[config.mk]
export PLATFORM = sky130hd
export DESIGN_NAME = tank_mover_flat
export DESIGN_NICKNAME = d
export VERILOG_FILES = /design/src/rtl/tank_mover_if.sv /design/src/rtl/tank_mover.sv /design/src/flat_wrapper.sv
export SDC_FILE = /design/constraint.sdc
export NUM_CORES = 1
export LEC_CHECK = 0
export ABC_AREA = 1
export BUFFER_PORTS_ARGS = -buffer_cell sky130_fd_sc_hd__buf_4
export CAP_MARGIN = 10
export CORE_MARGIN = 1.5
export CORE_UTILIZATION = 45
export CTS_CLUSTER_DIAMETER = 200
export CTS_CLUSTER_SIZE = 30
export DETAILED_ROUTE_END_ITERATION = 10
export GPL_TIMING_DRIVEN = 0
export PLACE_DENSITY_LB_ADDON = 0.1
export SYNTH_ARGS = -nofsm -noshare
export SYNTH_HDL_FRONTEND = slang
export SYNTH_SLANG_ARGS = --single-unit
[constraint.sdc]
create_clock -name frame_clk -period 4.46 [get_ports frame_clk]
set_clock_uncertainty 0.2 [all_clocks]
set_input_delay 0.223 -clock frame_clk [delete_from_list [all_inputs] [get_ports frame_clk]]
set_output_delay 0.223 -clock frame_clk [all_outputs]
set_load 0.02 [all_outputs]
[src/rtl/tank_mover_if.sv]
`default_nettype none
// ============================================================================
//  Module      : tank_mover_if
//  Description : Key/hit inputs and position/status outputs of one tank.
//  Revision    : 1.0 - initial release
// ============================================================================
interface tank_mover_if;
   logic       was_hit;
   logic [7:0] keycode;
   logic [9:0] BallX;
   logic [9:0] BallY;
   logic [9:0] BallS;
   logic [1:0] direction;
   logic [3:0] lives_left;
   logic       alive;
   logic       invuln;
   logic       game_over;

   modport master (
      output was_hit, keycode,
      input  BallX, BallY, BallS, direction, lives_left, alive, invuln, game_over
   );

   modport slave (
      input  was_hit, keycode,
      output BallX, BallY, BallS, direction, lives_left, alive, invuln, game_over
   );
endinterface
`default_nettype wire

[src/rtl/tank_mover.sv]
`default_nettype none
// ============================================================================
//  Module      : tank_mover
//  Description : Bounded keyboard motion plus lives/freeze/invuln/dead control.
//  Revision    : 1.0 - initial release
// ============================================================================
module tank_mover #(
   parameter int X_CENTER      = 480,
   parameter int Y_CENTER      = 240,
   parameter int X_MIN         = 0,
   parameter int X_MAX         = 639,
   parameter int Y_MIN         = 0,
   parameter int Y_MAX         = 479,
   parameter int SIZE          = 4,
   parameter int STEP          = 1,
   parameter int KEY_LEFT      = 80,
   parameter int KEY_RIGHT     = 79,
   parameter int KEY_DOWN      = 81,
   parameter int KEY_UP        = 82,
   parameter int LIVES         = 3,
   parameter int FREEZE_FRAMES = 60,
   parameter int INVULN_FRAMES = 120
) (
   input  wire logic       frame_clk,
   input  wire logic       Reset_n,
   tank_mover_if.slave     bus
);

   localparam int c_CNT_MAX = (FREEZE_FRAMES > INVULN_FRAMES) ? FREEZE_FRAMES : INVULN_FRAMES;
   localparam int c_CNT_W   = (c_CNT_MAX < 2) ? 1 : $clog2(c_CNT_MAX);

   localparam logic [1:0] c_ST_ALIVE  = 2'd0;
   localparam logic [1:0] c_ST_FREEZE = 2'd1;
   localparam logic [1:0] c_ST_INVULN = 2'd2;
   localparam logic [1:0] c_ST_DEAD   = 2'd3;

   localparam logic [1:0] c_DIR_LEFT  = 2'b00;
   localparam logic [1:0] c_DIR_RIGHT = 2'b01;
   localparam logic [1:0] c_DIR_DOWN  = 2'b10;
   localparam logic [1:0] c_DIR_UP    = 2'b11;

   localparam logic [9:0] c_X_SPAWN = 10'(X_CENTER);
   localparam logic [9:0] c_Y_SPAWN = 10'(Y_CENTER);

   // Clamp limits in 11-bit signed so a step below zero compares as negative
   localparam logic signed [10:0] c_X_LO = 11'(X_MIN + SIZE);
   localparam logic signed [10:0] c_X_HI = 11'(X_MAX - SIZE);
   localparam logic signed [10:0] c_Y_LO = 11'(Y_MIN + SIZE);
   localparam logic signed [10:0] c_Y_HI = 11'(Y_MAX - SIZE);
   localparam logic signed [10:0] c_STEP = 11'(STEP);

   localparam logic [c_CNT_W-1:0] c_FREEZE_LOAD = c_CNT_W'(FREEZE_FRAMES - 1);
   localparam logic [c_CNT_W-1:0] c_INVULN_LOAD = c_CNT_W'(INVULN_FRAMES - 1);

   logic [1:0]         r_state;
   logic [9:0]         r_x;
   logic [9:0]         r_y;
   logic [1:0]         r_dir;
   logic [3:0]         r_lives;
   logic [c_CNT_W-1:0] r_cnt;

   logic [1:0]         w_state_nxt;
   logic [9:0]         w_x_nxt;
   logic [9:0]         w_y_nxt;
   logic [1:0]         w_dir_nxt;
   logic [3:0]         w_lives_nxt;
   logic [c_CNT_W-1:0] w_cnt_nxt;
   logic               w_move_en;

   logic signed [10:0] w_left;
   logic signed [10:0] w_right;
   logic signed [10:0] w_down;
   logic signed [10:0] w_up;
   logic signed [10:0] w_left_cl;
   logic signed [10:0] w_right_cl;
   logic signed [10:0] w_down_cl;
   logic signed [10:0] w_up_cl;

   assign w_left     = $signed({1'b0, r_x}) - c_STEP;
   assign w_right    = $signed({1'b0, r_x}) + c_STEP;
   assign w_down     = $signed({1'b0, r_y}) + c_STEP;
   assign w_up       = $signed({1'b0, r_y}) - c_STEP;
   assign w_left_cl  = (w_left  < c_X_LO) ? c_X_LO : w_left;
   assign w_right_cl = (w_right > c_X_HI) ? c_X_HI : w_right;
   assign w_down_cl  = (w_down  > c_Y_HI) ? c_Y_HI : w_down;
   assign w_up_cl    = (w_up    < c_Y_LO) ? c_Y_LO : w_up;

   always_ff @(posedge frame_clk or negedge Reset_n) begin
      if (!Reset_n) begin
         r_state <= c_ST_ALIVE;
         r_x     <= c_X_SPAWN;
         r_y     <= c_Y_SPAWN;
         r_dir   <= c_DIR_LEFT;
         r_lives <= 4'(LIVES);
         r_cnt   <= '0;
      end else begin
         r_state <= w_state_nxt;
         r_x     <= w_x_nxt;
         r_y     <= w_y_nxt;
         r_dir   <= w_dir_nxt;
         r_lives <= w_lives_nxt;
         r_cnt   <= w_cnt_nxt;
      end
   end

   always_comb begin
      w_state_nxt = r_state;
      w_x_nxt     = r_x;
      w_y_nxt     = r_y;
      w_dir_nxt   = r_dir;
      w_lives_nxt = r_lives;
      w_cnt_nxt   = r_cnt;
      w_move_en   = 1'b0;

      case (r_state)
         c_ST_ALIVE: begin
            // A hit wins over any key sampled on the same edge
            if (bus.was_hit) begin
               w_lives_nxt = (r_lives != 4'd0) ? r_lives - 4'd1 : 4'd0;
               w_x_nxt     = c_X_SPAWN;
               w_y_nxt     = c_Y_SPAWN;
               w_dir_nxt   = c_DIR_LEFT;
               if (r_lives <= 4'd1) begin
                  w_state_nxt = c_ST_DEAD;
               end else begin
                  w_state_nxt = c_ST_FREEZE;
                  w_cnt_nxt   = c_FREEZE_LOAD;
               end
            end else begin
               w_move_en = 1'b1;
            end
         end
         c_ST_FREEZE: begin
            if (r_cnt == '0) begin
               w_state_nxt = c_ST_INVULN;
               w_cnt_nxt   = c_INVULN_LOAD;
            end else begin
               w_cnt_nxt = r_cnt - 1'b1;
            end
         end
         c_ST_INVULN: begin
            w_move_en = 1'b1;
            if (r_cnt == '0) begin
               w_state_nxt = c_ST_ALIVE;
            end else begin
               w_cnt_nxt = r_cnt - 1'b1;
            end
         end
         default: begin
            w_state_nxt = c_ST_DEAD;
         end
      endcase

      if (w_move_en) begin
         if (bus.keycode == 8'(KEY_LEFT)) begin
            w_x_nxt   = w_left_cl[9:0];
            w_dir_nxt = c_DIR_LEFT;
         end else if (bus.keycode == 8'(KEY_RIGHT)) begin
            w_x_nxt   = w_right_cl[9:0];
            w_dir_nxt = c_DIR_RIGHT;
         end else if (bus.keycode == 8'(KEY_DOWN)) begin
            w_y_nxt   = w_down_cl[9:0];
            w_dir_nxt = c_DIR_DOWN;
         end else if (bus.keycode == 8'(KEY_UP)) begin
            w_y_nxt   = w_up_cl[9:0];
            w_dir_nxt = c_DIR_UP;
         end
      end
   end

   always_comb begin
      bus.alive     = (r_state == c_ST_ALIVE) || (r_state == c_ST_INVULN);
      bus.invuln    = (r_state == c_ST_INVULN);
      bus.game_over = (r_state == c_ST_DEAD);
   end

   assign bus.BallX      = r_x;
   assign bus.BallY      = r_y;
   assign bus.BallS      = 10'(SIZE);
   assign bus.direction  = r_dir;
   assign bus.lives_left = r_lives;

endmodule
`default_nettype wire
[src/flat_wrapper.sv]
// flat-port wrapper written by rule: the top's interface ports become plain ports
module tank_mover_flat 
#(
   parameter int X_CENTER      = 480,
   parameter int Y_CENTER      = 240,
   parameter int X_MIN         = 0,
   parameter int X_MAX         = 639,
   parameter int Y_MIN         = 0,
   parameter int Y_MAX         = 479,
   parameter int SIZE          = 4,
   parameter int STEP          = 1,
   parameter int KEY_LEFT      = 80,
   parameter int KEY_RIGHT     = 79,
   parameter int KEY_DOWN      = 81,
   parameter int KEY_UP        = 82,
   parameter int LIVES         = 3,
   parameter int FREEZE_FRAMES = 60,
   parameter int INVULN_FRAMES = 120
)
  (frame_clk, Reset_n, bus_was_hit, bus_keycode, bus_BallX, bus_BallY, bus_BallS, bus_direction, bus_lives_left, bus_alive, bus_invuln, bus_game_over);
  tank_mover_if bus_i ();
  input  wire logic frame_clk;
  input  wire logic Reset_n;
  input wire logic [$bits(bus_i.was_hit)-1:0] bus_was_hit;
  input wire logic [$bits(bus_i.keycode)-1:0] bus_keycode;
  output wire logic [$bits(bus_i.BallX)-1:0] bus_BallX;
  output wire logic [$bits(bus_i.BallY)-1:0] bus_BallY;
  output wire logic [$bits(bus_i.BallS)-1:0] bus_BallS;
  output wire logic [$bits(bus_i.direction)-1:0] bus_direction;
  output wire logic [$bits(bus_i.lives_left)-1:0] bus_lives_left;
  output wire logic [$bits(bus_i.alive)-1:0] bus_alive;
  output wire logic [$bits(bus_i.invuln)-1:0] bus_invuln;
  output wire logic [$bits(bus_i.game_over)-1:0] bus_game_over;
  assign bus_i.was_hit = bus_was_hit;
  assign bus_i.keycode = bus_keycode;
  assign bus_BallX = bus_i.BallX;
  assign bus_BallY = bus_i.BallY;
  assign bus_BallS = bus_i.BallS;
  assign bus_direction = bus_i.direction;
  assign bus_lives_left = bus_i.lives_left;
  assign bus_alive = bus_i.alive;
  assign bus_invuln = bus_i.invuln;
  assign bus_game_over = bus_i.game_over;
  tank_mover #(.X_CENTER(X_CENTER), .Y_CENTER(Y_CENTER), .X_MIN(X_MIN), .X_MAX(X_MAX), .Y_MIN(Y_MIN), .Y_MAX(Y_MAX), .SIZE(SIZE), .STEP(STEP), .KEY_LEFT(KEY_LEFT), .KEY_RIGHT(KEY_RIGHT), .KEY_DOWN(KEY_DOWN), .KEY_UP(KEY_UP), .LIVES(LIVES), .FREEZE_FRAMES(FREEZE_FRAMES), .INVULN_FRAMES(INVULN_FRAMES)) u_core (.frame_clk(frame_clk), .Reset_n(Reset_n), .bus(bus_i));
endmodule
## After elaboration in Yosys (flattened, before gate mapping)

Index checks and enable logic that the tools add are counted.

- ROM bits: 0
- Bits of input ports: 11
- Bits in writable memories: 0
- Register bits after elaboration: 35
- Latch bits: 0
- Word-level logic and storage cells: 73
- Memories kept: 0

- Divide/modulo/power cells: 0
- Bitwise operators: 0
- Shift operators: 0
- Multipliers: 0
- Mux-type cells: 36
- Equality and inequality tests: 12
- Add/sub/neg operators: 6
- $lt $le $gt $ge: 5
- Reductions and logical operators: 8

Operators by type and width:

| operator | count |
|---|---|
| $mux 10 | 16 |
| $eq 8x7->1 const B | 4 |
| $mux 7 | 4 |
| $add 10x1->11 const B | 2 |
| $lt 11x4->1 const B | 2 |
| $mux 2 | 11 |
| $sub 10x1->11 const B | 2 |
| $pmux 7 s3 | 1 |
| $gt 11x10->1 const B | 1 |
| $gt 11x11->1 const B | 1 |
| $logic_not 7->1 | 1 |
| $sub 7x1->7 const B | 1 |
| $ne 2x2->1 const B | 3 |
| $pmux 2 s3 | 1 |
| $eq 2x2->1 const B | 2 |
| $le 4x1->1 const B | 1 |
| $mux 4 | 1 |
| $ne 2x1->1 const B | 2 |
| $reduce_and 4->1 | 1 |
| $reduce_bool 4->1 | 1 |
| $sub 4x1->4 const B | 1 |
| $reduce_and 3->1 | 1 |
| $reduce_bool 3->1 | 1 |
| $eq 2x1->1 const B | 1 |
| other kinds (5) | 5 |

## Depth between registers and ports, before layout

- Depth in word-level cells: 8
- Mapped depth: 17

## Least setup slack after synthesis

No wires, ideal clock.

- Kind: register to register
- Start point: register u_core.r_x[1], in the netlist u_core.bus.BallX[1]
- End point: register u_core.r_x[4], in the netlist u_core.bus.BallX[4]
- Arrival time: 1845 ps
- Setup slack: 2290 ps
- Setup time: 125 ps
- Data required time: 4135 ps
- Cell stages (with the launch flop): 12
- Cell sequence: dfrtp_1 inv_1 ha_1 xor2_1 inv_1 nand2_1 nor3_1 nand4_2 nand3_1 inv_2 nand3b_1 nand3_1

- Word-level cells in the longest chain between the ends: 6

Ends and longest elaborated chain:

| item | line | source |
|---|---|---|
| start, declared | tank_mover.sv:56 | `logic [9:0] r_x;` |
| start signal, assigned | tank_mover.sv:91 | `r_x <= c_X_SPAWN;` |
| start signal, assigned | tank_mover.sv:98 | `r_x <= w_x_nxt;` |
| $add 10x1->11 | tank_mover.sv:80 | `assign w_right = $signed({1'b0, r_x}) + c_STEP;` |
| $gt 11x11->1 | tank_mover.sv:84 | `assign w_right_cl = (w_right > c_X_HI) ? c_X_HI : w_right;` |
| $mux 10 | tank_mover.sv:84 |  |
| $mux 10 | tank_mover.sv:158 | `end else if (bus.keycode == 8'(KEY_RIGHT)) begin` |
| $mux 10 (*) | tank_mover.sv:155 | `if (bus.keycode == 8'(KEY_LEFT)) begin` |
| $mux 10 (*) | tank_mover.sv:154 | `if (w_move_en) begin` |
| named net u_core.w_x_nxt[4] | tank_mover.sv:63 | `logic [9:0] w_x_nxt;` |

The timed path passes the listed nets; every way through them passes the cells marked *.
A chain may end at the register's enable or synchronous reset.

## Worst setup path after layout

- Start point: register u_core.r_state[0]
- End point: register u_core.r_y[7], in the netlist u_core.bus.BallY[7]

- Word-level cells in the longest chain between the ends: 7

Ends and longest elaborated chain:

| item | line | source |
|---|---|---|
| start, declared | tank_mover.sv:55 | `logic [1:0] r_state;` |
| start signal, assigned | tank_mover.sv:90 | `r_state <= c_ST_ALIVE;` |
| start signal, assigned | tank_mover.sv:97 | `r_state <= w_state_nxt;` |
| $logic_not 2->1 | tank_mover.sv:115 | `case (r_state)` |
| $mux 10 | tank_mover.sv:115 |  |
| $mux 10 | tank_mover.sv:164 | `end else if (bus.keycode == 8'(KEY_UP)) begin` |
| $mux 10 | tank_mover.sv:161 | `end else if (bus.keycode == 8'(KEY_DOWN)) begin` |
| $mux 10 | tank_mover.sv:158 |  |
| $mux 10 | tank_mover.sv:155 |  |
| $mux 10 (*) | tank_mover.sv:154 |  |
| named net u_core.w_y_nxt[7] | tank_mover.sv:64 | `logic [9:0] w_y_nxt;` |
| end signal, assigned | tank_mover.sv:92 | `r_y <= c_Y_SPAWN;` |
| end signal, assigned | tank_mover.sv:99 | `r_y <= w_y_nxt;` |
| end, declared | tank_mover.sv:57 | `logic [9:0] r_y;` |

Marked as above.

==> metrics.md <==
| Metric | Value |
|---|---|
| Outcome | `complete, no violations` |
| Power density cells | `327 mW/mm²` |
| Final period utilization | `between 50% and 60%` |
| Post-CTS Setup Bufs | `0` |
| Count leader, synth | `nand2_1` |
| Cell Area, Synth | `~0.0034 mm²` |
| Sw frac | `45.9%` |
| Slew Limit Fails | `0` |
| Worst Path Required | `4470 ps` |
| CTS tree | `built` |
| Initial cell density of the core | `46.9%` |
| Die height | `between 90 and 100 µm` |
| Placed Cells | `~700` |
| Clock share of power | `a little under a fifth` |
| Max-slew headroom | `approximately 60%` |
| Initial antenna violation count | `0` |
| Routed WL | `approximately 9500 µm` |
| Detail Placement HPWL | `7050 µm` |
| Die X | `about 90 µm` |
| Yosys cell types | `41` |
| Fraction of layout cells with a size suffix above 1 | `15.9%` |
| DRC viols | `0` |
| Crit path max fanout | `10` |
| Synth Area in Simple Gates | `between 40% and 50%` |
| Crit path from | `u_core.r_state[0]` |
| Die footprint | `approximately 0.008 mm²` |
| Max Freq | `396 MHz` |
| Int Pwr | `approximately 700 µW` |
| Post_cts resized | `0` |
| Yosys Warn Count | `0` |
| Hold WC Path Type | `input pin to register` |
| Min-delay src | `bus_keycode[0]` |
| Dominant cell type by area after synthesis | `dfrtp_1` |
| H-tree depth | `2` |
| First-pass GRT wire length | `~16000 µm` |
| Pre-CTS WS | `1950 ps` |
| Net count, final | `631` |
| Post-synth top cells | `161 x nand2_1, 76 x inv_1, 62 x nand3_1` |
| Final setup margin | `1940 ps` |
| Total track usage | `a little under a quarter` |
| RSZ-0062 raised after global routing | `no` |
| Total chip power | `~1300 µW` |
| Most common flop cell mapped by yosys | `dfrtp_1` |
| Core Area | `0.00733 mm²` |
| Dominant cells by area after synthesis | `dfrtp_1 18%, nand2_1 18%, nand3_1 9.0%, inv_1 8.3%, dfstp_2 7.6%` |
| Peak VDD IR | `0.148 mV` |
| Post-Synth XOR/XNOR Area | `3.82%` |
| Root Driver | `clkbuf_8` |
| Number of synthesized flops with an enable pin | `0` |
| Post-Syn Instances | `around 550` |
| Combinational share of power | `between 40 and 50%` |
| Largest net degree at the start of global routing | `36` |
| Count of final hold-check violations | `0` |
| Total grt overflow | `0` |
| Num rows | `31` |
| Nature of the critical path endpoint | `register` |
| Final std cells w/o fill | `708` |
| TritonCTS sink count | `35` |
| Vias in the first global route | `3236` |
| Area grow syn2layout | `15.8%` |
| Port Buffers | `39` |
| Routed vias | `between 3000 and 4000` |
| Compound-Gate Fraction of Synth Area | `between 10% and 20%` |
| Core Util, Final | `between 50% and 60%` |
| Sequential-to-total area share from yosys stat | `between 20% and 30%` |
| Synth Area per Inst | `between 6 and 7 µm²` |
| Wire per inst | `~13 µm` |
| Switch Pwr | `598 µW` |
| Vias per cell | `approximately 5.2` |
| Setup violators final | `0` |
| Worst-Skew Late Latency | `around 290 ps` |
| Kind of critical path | `register to register` |
| CTS buffer count | `5` |
| I/O Pins | `50` |
| Post-synthesis mux area share | `0%` |
| Clock buffer depth | `2` |
| Worst-Margin Slew | `approximately 620 ps` |
| Yosys top cell area share | `18.2%` |
| Sequential group share of total power | `roughly 34%` |
| # diodes | `0` |
| FFs w/ async S/R, synth | `100%` |
| Main combinational cell family by area after synthesis | `simple AND/OR/NAND/NOR gates` |
| Clk slew on worst S/H paths | `80 ps` |
| Adder-Cell Fraction of Synth Area | `under 10%` |
| Fin crit period | `between 2000 and 3000 ps` |
| Yosys reg bits | `35` |
| Worst reg2reg startpoint | `u_core.r_state[0]` |
| DR pass1 iterations | `4` |
| Setup TNS Final | `0 ps` |
| DRT iter0 DRCs | `around 330` |
| Antenna-violating nets left | `0` |
| Max_cap viols | `0` |
| LEAKAGE | `about 0.0021 µW` |
| Routability cong. | `about 0.92` |
| Crit path DAT | `approximately 2500 ps` |
| Startpoint types | `register` |
layout make-up:
class                   count  area (µm²)
flip-flops and latches     35         888
plain buffers              23         144
clock buffers               6        72.6
inverters                  81         304
multi-input cells         422        2130
fillers                   753        3350
clock inverters             2        13.8
well taps                  99         124
repair buffers             40         303
per-layer routing:
metal	vias to the layer above	wire [µm]	global-route usage [%]
met5	-	0	0
met1	1695	4590	33.9
li1	1866	-	-
met3	16	635	4.21
met2	135	4110	34.9
met4	0	139	6.48
worst max-delay path, cell delays in order (launching register included):
cell and delay (ps):
dfrtp_1 420, inv_1 90, ha_1 230, inv_1 120
nand2_1 330, inv_1 200, nor2_2 230, nand2_2 180
inv_1 130, o21ai_0 90, a21oi_1 130, a22oi_1 90
sequential cells by signal, indices dropped and copies added, names as in the netlist:
name,cells
u_core.bus.lives_left,4
u_core.bus.direction,2
u_core.r_cnt,7
u_core.bus.BallX,10
u_core.bus.BallY,10
u_core.r_state,2
stage by stage:
stage	hold slack [ps]	cell area [µm²]
after floorplan	-273	3470
after global routing	198	3980
final	161	3980
after CTS	149	3980
after detailed placement	10.7	3880
after global placement	12.4	3880
cells in the final DEF (no fill, tap or decap), types with 2 or more instances in the layout:
cell type,Yosys,final
nor3_1,8,8
buf_2,7,7
xnor2_1,2,2
a21oi_1,21,21
dfrtp_1,25,25
o21ai_0,25,25
nor2_2,4,4
a22oi_1,2,2
nor3_4,2,2
nand3b_1,5,5
nand2_2,4,4
o21ai_1,5,5
o31ai_1,5,5
nand2_1,161,161
xor2_1,13,13
clkbuf_1,4,5
inv_1,76,76
nor2_1,53,53
nand4_1,10,10
clkbuf_8,0,5
inv_2,5,5
dfstp_2,10,10
conb_1,2,10
a21boi_1,2,2
ha_1,12,12
a31oi_1,2,2
buf_4,11,50
nand3_1,62,62
nor3_2,2,2
worst paths after layout:
| check | to | slack [ps] | cells after the start |
|---|---|---|---|
| max | u_core.bus.BallY[7] | 1940 | 11 |
| max reg2reg | u_core.bus.BallY[7] | 1940 | 11 |
| min in group asynchronous | u_core.bus.BallX[4] | 220 | 2 |
| max in group asynchronous | u_core.bus.lives_left[1] | 3480 | 2 |
| min reg2reg | u_core.bus.lives_left[0] | 290 | 2 |
| min | u_core.bus.BallX[6] | 160 | 6 |
what timing repair did:
| action | 4_1_cts | 5_1_grt |
|---|---|---|
| endpoints found under the hold margin | 25 | 0 |
| endpoints found under the setup margin | 0 | 0 |
| hold buffers | 1 | 0 |
power groups by stage:
stage	logic, µW	clock network, µW	registers, µW
6_report	624	240	439
5_1_grt	696	256	447
4_1_cts	616	247	438
3_5_place_dp	612	0	443
3_3_place_gp	611	0	443
2_1_floorplan	392	0	477
cells by family after synthesis:
logic type | Yosys count
other | 2
DFF | 35
AOI/OAI and AO/OA | 69
adders and majority gates | 12
xor gates and xnor gates | 15
buffers and inverters | 104
and+or+nand+nor | 316
Power figures use the tool's default switching activity.
